===== src/rtl/pulse_shift_reg_if.sv =====
// Bus between the push-button one-shot stage (master) and pulse_shift_reg (slave).
// With PSR_UNDO_EN defined the bus also carries the undo pulse.
interface pulse_shift_reg_if #(
    parameter int WIDTH = 8,
    parameter int CNT_W = 8
);
    // Handshake: step/load/undo are one-cycle pulses with no ready; a pulse the
    // slave cannot take (busy, or lower priority) is dropped, never queued.
    // done is the slave's one-cycle valid: q/ser_out/step_cnt hold the result.
    logic             step;
    logic             load;
    logic             burst;
    logic [1:0]       mode;
    logic             ser_in;
    logic [WIDTH-1:0] par_in;
`ifdef PSR_UNDO_EN
    logic             undo;
`endif
    logic [WIDTH-1:0] q;
    logic             ser_out;
    logic             busy;
    logic             done;
    logic [CNT_W-1:0] step_cnt;
    logic             state_dbg;

`ifdef PSR_UNDO_EN
    modport master (output step, load, burst, mode, ser_in, par_in, undo,
                    input  q, ser_out, busy, done, step_cnt, state_dbg);
    modport slave  (input  step, load, burst, mode, ser_in, par_in, undo,
                    output q, ser_out, busy, done, step_cnt, state_dbg);
`else
    modport master (output step, load, burst, mode, ser_in, par_in,
                    input  q, ser_out, busy, done, step_cnt, state_dbg);
    modport slave  (input  step, load, burst, mode, ser_in, par_in,
                    output q, ser_out, busy, done, step_cnt, state_dbg);
`endif
endinterface


===== src/rtl/pulse_shift_reg.sv =====
// Pulse-driven shift register: load, single step or BURST-shift burst in four modes.
// Optional one-deep undo snapshot when PSR_UNDO_EN is defined.
module pulse_shift_reg #(
    parameter int WIDTH = 8,
    parameter int BURST = 4,
    parameter int CNT_W = 8
) (
    input logic              clk_in,
    input logic              rst,
    pulse_shift_reg_if.slave bus
);
    localparam int REM_W = $clog2(BURST + 1);

    typedef enum logic {
        S_IDLE  = 1'b0,
        S_BURST = 1'b1
    } state_e;

    state_e           state_q, state_d;
    logic [WIDTH-1:0] shreg_q, shreg_d;
    logic             ser_q, ser_d;
    logic             busy_q, busy_d;
    logic             done_q, done_d;
    logic [CNT_W-1:0] cnt_q, cnt_d;
    logic [1:0]       mode_q, mode_d;
    logic [REM_W-1:0] rem_q, rem_d;
`ifdef PSR_UNDO_EN
    logic [WIDTH-1:0] snap_q, snap_d;
    logic             snap_v_q, snap_v_d;
`endif

    logic [1:0]     shift_mode;
    logic [WIDTH:0] shifted;

    // Returns {bit shifted out, new register value}.
    function automatic logic [WIDTH:0] shift_op(input logic [1:0] m,
                                                input logic [WIDTH-1:0] v,
                                                input logic si);
        case (m)
            2'b00:   return {v[0],       si,         v[WIDTH-1:1]};
            2'b01:   return {v[WIDTH-1], v[WIDTH-2:0], si};
            2'b10:   return {v[0],       v[0],       v[WIDTH-1:1]};
            default: return {v[WIDTH-1], v[WIDTH-2:0], v[WIDTH-1]};
        endcase
    endfunction

    // Burst shifts use the mode latched at the step; ser_in is always live.
    assign shift_mode = (state_q == S_BURST) ? mode_q : bus.mode;
    assign shifted    = shift_op(shift_mode, shreg_q, bus.ser_in);

    always_comb begin
        state_d  = state_q;
        shreg_d  = shreg_q;
        ser_d    = ser_q;
        busy_d   = busy_q;
        done_d   = 1'b0;
        cnt_d    = cnt_q;
        mode_d   = mode_q;
        rem_d    = rem_q;
`ifdef PSR_UNDO_EN
        snap_d   = snap_q;
        snap_v_d = snap_v_q;
`endif
        case (state_q)
            S_IDLE: begin
                if (bus.load) begin
                    shreg_d = bus.par_in;
                    done_d  = 1'b1;
`ifdef PSR_UNDO_EN
                    snap_d   = shreg_q;
                    snap_v_d = 1'b1;
`endif
                end else if (bus.step) begin
                    shreg_d = shifted[WIDTH-1:0];
                    ser_d   = shifted[WIDTH];
                    cnt_d   = cnt_q + CNT_W'(1);
`ifdef PSR_UNDO_EN
                    snap_d   = shreg_q;
                    snap_v_d = 1'b1;
`endif
                    if (bus.burst && (BURST > 1)) begin
                        mode_d  = bus.mode;
                        rem_d   = REM_W'(BURST - 1);
                        state_d = S_BURST;
                        busy_d  = 1'b1;
                    end else begin
                        done_d = 1'b1;
                    end
`ifdef PSR_UNDO_EN
                end else if (bus.undo && snap_v_q) begin
                    shreg_d  = snap_q;
                    snap_v_d = 1'b0;
                    done_d   = 1'b1;
`endif
                end
            end
            default: begin
                shreg_d = shifted[WIDTH-1:0];
                ser_d   = shifted[WIDTH];
                rem_d   = rem_q - REM_W'(1);
                if (rem_q == REM_W'(1)) begin
                    state_d = S_IDLE;
                    busy_d  = 1'b0;
                    done_d  = 1'b1;
                end
            end
        endcase
    end

    // Asynchronous reset aborts any burst in progress; nothing partial survives.
    always_ff @(posedge clk_in or posedge rst) begin
        if (rst) begin
            state_q  <= S_IDLE;
            shreg_q  <= '0;
            ser_q    <= 1'b0;
            busy_q   <= 1'b0;
            done_q   <= 1'b0;
            cnt_q    <= '0;
            mode_q   <= 2'b00;
            rem_q    <= '0;
`ifdef PSR_UNDO_EN
            snap_q   <= '0;
            snap_v_q <= 1'b0;
`endif
        end else begin
            state_q  <= state_d;
            shreg_q  <= shreg_d;
            ser_q    <= ser_d;
            busy_q   <= busy_d;
            done_q   <= done_d;
            cnt_q    <= cnt_d;
            mode_q   <= mode_d;
            rem_q    <= rem_d;
`ifdef PSR_UNDO_EN
            snap_q   <= snap_d;
            snap_v_q <= snap_v_d;
`endif
        end
    end

    assign bus.q         = shreg_q;
    assign bus.ser_out   = ser_q;
    assign bus.busy      = busy_q;
    assign bus.done      = done_q;
    assign bus.step_cnt  = cnt_q;
    assign bus.state_dbg = (state_q == S_BURST);
endmodule


===== src/flat_wrapper.sv =====
// flat-port wrapper written by rule: the top's interface ports become plain ports
module pulse_shift_reg_flat 
#(
    parameter int WIDTH = 8,
    parameter int BURST = 4,
    parameter int CNT_W = 8
)
  (clk_in, rst, bus_step, bus_load, bus_burst, bus_mode, bus_ser_in, bus_par_in, bus_q, bus_ser_out, bus_busy, bus_done, bus_step_cnt, bus_state_dbg);
  pulse_shift_reg_if #(.WIDTH(WIDTH), .CNT_W(CNT_W)) bus_i ();
  input logic clk_in;
  input logic rst;
  input wire logic [$bits(bus_i.step)-1:0] bus_step;
  input wire logic [$bits(bus_i.load)-1:0] bus_load;
  input wire logic [$bits(bus_i.burst)-1:0] bus_burst;
  input wire logic [$bits(bus_i.mode)-1:0] bus_mode;
  input wire logic [$bits(bus_i.ser_in)-1:0] bus_ser_in;
  input wire logic [$bits(bus_i.par_in)-1:0] bus_par_in;
  output wire logic [$bits(bus_i.q)-1:0] bus_q;
  output wire logic [$bits(bus_i.ser_out)-1:0] bus_ser_out;
  output wire logic [$bits(bus_i.busy)-1:0] bus_busy;
  output wire logic [$bits(bus_i.done)-1:0] bus_done;
  output wire logic [$bits(bus_i.step_cnt)-1:0] bus_step_cnt;
  output wire logic [$bits(bus_i.state_dbg)-1:0] bus_state_dbg;
  assign bus_i.step = bus_step;
  assign bus_i.load = bus_load;
  assign bus_i.burst = bus_burst;
  assign bus_i.mode = bus_mode;
  assign bus_i.ser_in = bus_ser_in;
  assign bus_i.par_in = bus_par_in;
  assign bus_q = bus_i.q;
  assign bus_ser_out = bus_i.ser_out;
  assign bus_busy = bus_i.busy;
  assign bus_done = bus_i.done;
  assign bus_step_cnt = bus_i.step_cnt;
  assign bus_state_dbg = bus_i.state_dbg;
  pulse_shift_reg #(.WIDTH(WIDTH), .BURST(BURST), .CNT_W(CNT_W)) u_core (.clk_in(clk_in), .rst(rst), .bus(bus_i));
endmodule

===== config.mk =====
export PLATFORM = sky130hd
export DESIGN_NAME = pulse_shift_reg_flat
export DESIGN_NICKNAME = d
export VERILOG_FILES = /design/src/rtl/pulse_shift_reg_if.sv /design/src/rtl/pulse_shift_reg.sv /design/src/flat_wrapper.sv
export SDC_FILE = /design/constraint.sdc
export NUM_CORES = 1
export LEC_CHECK = 0
export CORE_MARGIN = 8
export CORE_UTILIZATION = 40
export CTS_CLUSTER_SIZE = 25
export DETAILED_ROUTE_END_ITERATION = 10
export GPL_TIMING_DRIVEN = 0
export PLACE_DENSITY = 0.7
export SLEW_MARGIN = 20
export SYNTH_ARGS = -nofsm -noshare
export SYNTH_HDL_FRONTEND = slang
export SYNTH_SLANG_ARGS = --single-unit

===== constraint.sdc =====
create_clock -name clk_in -period 1.45 [get_ports clk_in]
set_clock_uncertainty 0.1 [all_clocks]
set_input_delay 0.29 -clock clk_in [delete_from_list [all_inputs] [get_ports clk_in]]
set_output_delay 0.29 -clock clk_in [all_outputs]
set_load 0.01 [all_outputs]

# Word-level counts from Yosys, hierarchy flattened
# Cells that the tools add are included.
[word_totals]
regBits = 25
latchBits = 0
ramBits = 0
romBits = 0
output_inout_bits = 20
wordCells = 53
mem_count = 0
[op_classes]
add_sub_neg = 2
n_mul = 0
div = 0
magnitude_cmp = 0
eq_ne = 5
shift = 0
n_mux = 27
n_bitwise = 2
n_reduce_logical = 9
[op_table]
columns = ["cell", "count"]
rows = [
  ["9-bit case mux with 3 select lines", 1],
  ["8-bit two-way mux", 3],
  ["1-bit two-way mux", 18],
  ["3-bit two-way mux", 4],
  ["8-bit by 1-bit adder with 8-bit output, second input constant", 1],
  ["4-bit AND reduction", 2],
  ["3-bit AND reduction", 2],
  ["2-bit nonzero test", 2],
  ["3-bit by 1-bit == test with 1-bit output, second input constant", 1],
  ["3-bit nonzero test", 1],
  ["3-bit by 1-bit subtractor with 3-bit output, second input constant", 1],
  ["2-bit by 1-bit == test with 1-bit output, second input constant", 1],
  ["2-bit == test, second input constant", 1],
  ["2-bit zero test", 1],
  ["2-bit two-way mux", 1],
  ["2-bit by 1-bit inequality test with 1-bit output, second input constant", 1],
  ["2-bit inequality test, second input constant", 1],
  ["1-bit inverter", 2],
  ["2-bit AND reduction", 1],
]

# Depth between registers and ports, before layout
[logic_depth]
word_depth = 6
ltp_mapped = 6

# Worst setup path before layout
# OpenSTA, ideal clock, no wires.
[synth_path]
path_type = "register to register"
startpoint = "register u_core.state_q, in the netlist u_core.bus.state_dbg"
endpoint = "register u_core.cnt_q[5], in the netlist u_core.bus.step_cnt[5]"
setup_ps = 125
t_arrival_ps = 1295
required_ps = 1225
setup_slack_ps = -70
path_stages_with_launch = 5
period_less_slack_ps = 1520
cell_sequence = "dfrtp_1 -> nor3b_4 -> and3_1 -> nand4_1 -> xnor2_1"
[synth_via]
elab_chain_len = 2
[synth_lines]
columns = ["item", "line_no", "rtl"]
rows = [
  ["start: declaration", "pulse_shift_reg.sv:19", "state_e state_q, state_d;"],
  ["start signal: assignment", "pulse_shift_reg.sv:126", "state_q <= state_d;"],
  ["1-bit inverter (no source line)", "n/a", ""],
  ["3-bit AND reduction (no source line)", "n/a", ""],
  ["end signal: assignment", "pulse_shift_reg.sv:131", "cnt_q <= cnt_d;"],
  ["end: declaration", "pulse_shift_reg.sv:24", "logic [CNT_W-1:0] cnt_q, cnt_d;"],
]
# No other way between the ends.
# A chain may end at the register's enable or synchronous reset.

# Worst setup path in the final report
[layout_path]
startpoint = "register u_core.state_q, in the netlist u_core.bus.state_dbg"
endpoint = "register u_core.cnt_q[1], in the netlist u_core.bus.step_cnt[1]"
# Same word-level chain as after synthesis.

==> results.sh <==
export IMPL_status="finished with violations"
export IMPL_violations="negative setup slack"
export IMPL_synthTopCellsByArea="dfrtp_1, mux2_2, a21oi_1"
export IMPL_gp_congestion=0.877
export IMPL_cap_viol_max_count=0
export IMPL_viasPerCell=5.21
export IMPL_async_flop_share_pct=100
export IMPL_synth_edf_count=0
export IMPL_postLayoutSetupSlackWorst_ns=-0.0743
export IMPL_cts_sinks=25
export IMPL_postRouteAntennaNets=0
export IMPL_total_power_mw=4.06
export IMPL_die_area_um2=5750
export IMPL_peakVddDrop_v=0.000816
export IMPL_finalMaxSlewViolations=0
export IMPL_dp_cells=226
export IMPL_place_ws_ns=-0.506
export IMPL_crit_type="reg -> reg"
export IMPL_core_um2=3390
export IMPL_overflow=0
export IMPL_clk_pin_slew_ns=0.14
export IMPL_final_cell_count_no_fill=258
export IMPL_nFillCells=284
export IMPL_syn2layout_area_growth_pct=51.3
export IMPL_r2r_cells=5
export IMPL_relSlewSlack_pct=36.0
export IMPL_synth_most_common_cell="dfrtp_1"
export IMPL_cp_num_buf_inv=3
export IMPL_setup_violations=10
export IMPL_crit_cells=5
export IMPL_yosys_most_used_dff="dfrtp_1"
export IMPL_critPathCaptureType="flip-flop"
export IMPL_cp_top_family="flip-flops"
export IMPL_first_iter_violations=90
export IMPL_synth_avg_cell_area_um2=9.74
export IMPL_crit_fanout=3
export IMPL_cp_arrival_ns=1.64
export IMPL_hp_class="in -> reg"
export IMPL_power_density_nw_per_um2=1870
export IMPL_io_buffers=33
export IMPL_fmax_ghz=0.656
export IMPL_hold_path_depth=3
export IMPL_die_width_um=75.8
export IMPL_netlist_area_um2=1430
export IMPL_synth_mux_area_share_pct=11.3
export IMPL_tritoncts="done"
export IMPL_nets=232
export IMPL_p_leak_nw=0.981
export IMPL_cts_root_buf="clkbuf_4"
export IMPL_htreeDepth=1
export IMPL_routed_wl_mm=4.14
export IMPL_grt_pass1_vias=1433
export IMPL_synth_simple_area_share_pct=16.3
export IMPL_drc_errors=0
export IMPL_rsz0062_at_grt="yes"
export IMPL_synth_cell_type_count=36
export IMPL_finalCoreUtilization_pct=63.9
export IMPL_ys_seq_area_share_pct=43.7
export IMPL_placementRows=21
export IMPL_cts_hold_buf=0
export IMPL_ios=36
export IMPL_period_share_pct=105
export IMPL_synthAdderAreaFrac_pct=2.62
export IMPL_start_util_pct=42.2
export IMPL_crit_path_frequent_cell="buf_6"
export IMPL_first_pass_iters=4
export IMPL_ys_warn_count=0
export IMPL_synth_cells=147
export IMPL_grt_usage_pct=15.2
export IMPL_vias=1345
export IMPL_ys_ff_latch=25
export IMPL_die_y_um=75.8
export IMPL_yosysTopAreaCell="dfrtp_1"
export IMPL_setup_tns_ns=-0.286
export IMPL_cts_inserted_buffers=3
export IMPL_grt_max_degree=26
export IMPL_synth_top_area_share_pct=43.7
export IMPL_avgRoutedWirePerCell_um=16.1
export IMPL_dp_hpwl_mm=2.64
export IMPL_tightest_slew_ns=0.959
export IMPL_cp_required_ns=1.57
export IMPL_clk_path_buf_depth=2
export IMPL_grt_pass1_wl_mm=6.63
export IMPL_fin_crit_ns=1.52
export IMPL_cpMaxStageDelayCell="dfrtp_2"
export IMPL_synth_compound_area_share_pct=16.6
export IMPL_diodes=0
export IMPL_grt_antenna_before_repair=0
export IMPL_synthXorXnorAreaFrac_pct=4.28
export IMPL_clk_latency_ns=0.32
export IMPL_setup_worst_path_start_class="flip-flop"
export IMPL_critPathMaxStageDelay_ns=0.44
export IMPL_syn_nets=166
export IMPL_critical_path_cell_chain="buf_6 > nor3b_4 > buf_4 > buf_6 > mux2_4"
export IMPL_synth_top_family_by_area="compound AO/OA/AOI/OAI gates"
export IMPL_layout_drive_gt1_share_pct=30.7
export IMPL_finalHoldViolCount=0
export IMPL_yosys_top_cells_count="dfrtp_1, nand2_1, a21oi_1, mux2_2, o21ai_0"
## worst paths after layout
| kind | startpoint | endpoint | slack (ns) |
|---|---|---|---|
| setup / recovery | u_core.bus.state_dbg | u_core.bus.step_cnt[1] | -0.07 |
| setup reg to reg | u_core.bus.state_dbg | u_core.bus.step_cnt[1] | -0.07 |
| hold / removal | bus_step | u_core.bus.q[0] | 0.18 |
| min in group asynchronous | rst | u_core.mode_q[1] | 0.38 |
| max in group asynchronous | rst | u_core.bus.state_dbg | 0.23 |
| hold reg to reg | u_core.bus.busy | u_core.bus.busy | 0.41 |
## per-layer routing
metal,track usage (%),vias up,share of wire (%)
met1,17.9,641,41
met5,0,-,0
met4,7.89,0,2.6
li1,-,655,-
met2,26.6,39,51
met3,1.18,10,4.7
## timing repair
action	CTS	global route
setup endpoints to repair	42	29
hold endpoints to repair	0	0
buffers inserted	21	6
resized for setup	47	18
pin swaps	6	7
cloned	0	1
## worst register-to-register path, delay by kind of cell, from the launching register on
kind	cells	cell delay [ns]
buf+inv	3	0.38
mux	1	0.29
flops	1	0.44
simple gates	1	0.22
## stage by stage
stage	instance area [µm²]	hold slack, ns
after floorplan	1430	0.217
after global placement	1820	0.364
after detailed placement	1820	0.369
after CTS	2050	0.187
after global routing	2170	0.168
final	2170	0.176
## cells in the final DEF, fill, tap and decap left out, drive strengths merged, types with 2 or more instances in the layout
| cell | instances |
|---|---|
| a22oi | 3 |
| xnor2 | 6 |
| nor2 | 7 |
| clkdlybuf4s15 | 7 |
| nand3b | 2 |
| dfrtp | 25 |
| a21oi | 13 |
| clkbuf | 7 |
| ha | 3 |
| mux2i | 6 |
| dlygate4sd2 | 13 |
| mux2 | 9 |
| buf | 34 |
| a211oi | 4 |
| clkdlybuf4s50 | 12 |
| o21ai | 9 |
| nor3b | 5 |
| nor2b | 4 |
| inv | 7 |
| nand3 | 2 |
| nand2 | 14 |
| nand2b | 3 |
| nand4 | 3 |
## state kept, by name (all words and copies together), names as in the netlist
signal,flops
u_core.bus.done,1
u_core.rem_q,3
u_core.bus.state_dbg,1
u_core.bus.busy,1
u_core.mode_q,2
u_core.bus.step_cnt,8
u_core.bus.ser_out,1
u_core.bus.q,8
## layout make-up
| class | count | area (µm²) | share of cell area (%) |
|---|---|---|---|
| multi-input combinational | 106 | 793 | 36.6 |
| sequential | 25 | 629 | 29.1 |
| timing repair buffer | 61 | 551 | 25.4 |
| buffer | 9 | 78.8 | 3.64 |
| tap | 46 | 57.6 | 2.66 |
| inverter | 7 | 26.3 | 1.21 |
| clock buffer | 3 | 22.5 | 1.04 |
| clock inverter | 1 | 7.51 | 0.347 |
## power breakdown
group	internal [mW]	leakage (nW)	switching, mW
sequential	1.01	0.299	0.183
combinational	1.35	0.669	1.20
clock	0.105	0.0139	0.214
## kinds of logic after synthesis
family / Yosys count
buffers and inverters: 16
xor gates and xnor gates: 7
adders and majority gates: 3
DFF: 25
AOI/OAI and AO/OA: 38
muxes: 15
and+or+nand+nor: 43
No activity file was read; power rests on OpenSTA's default activity.
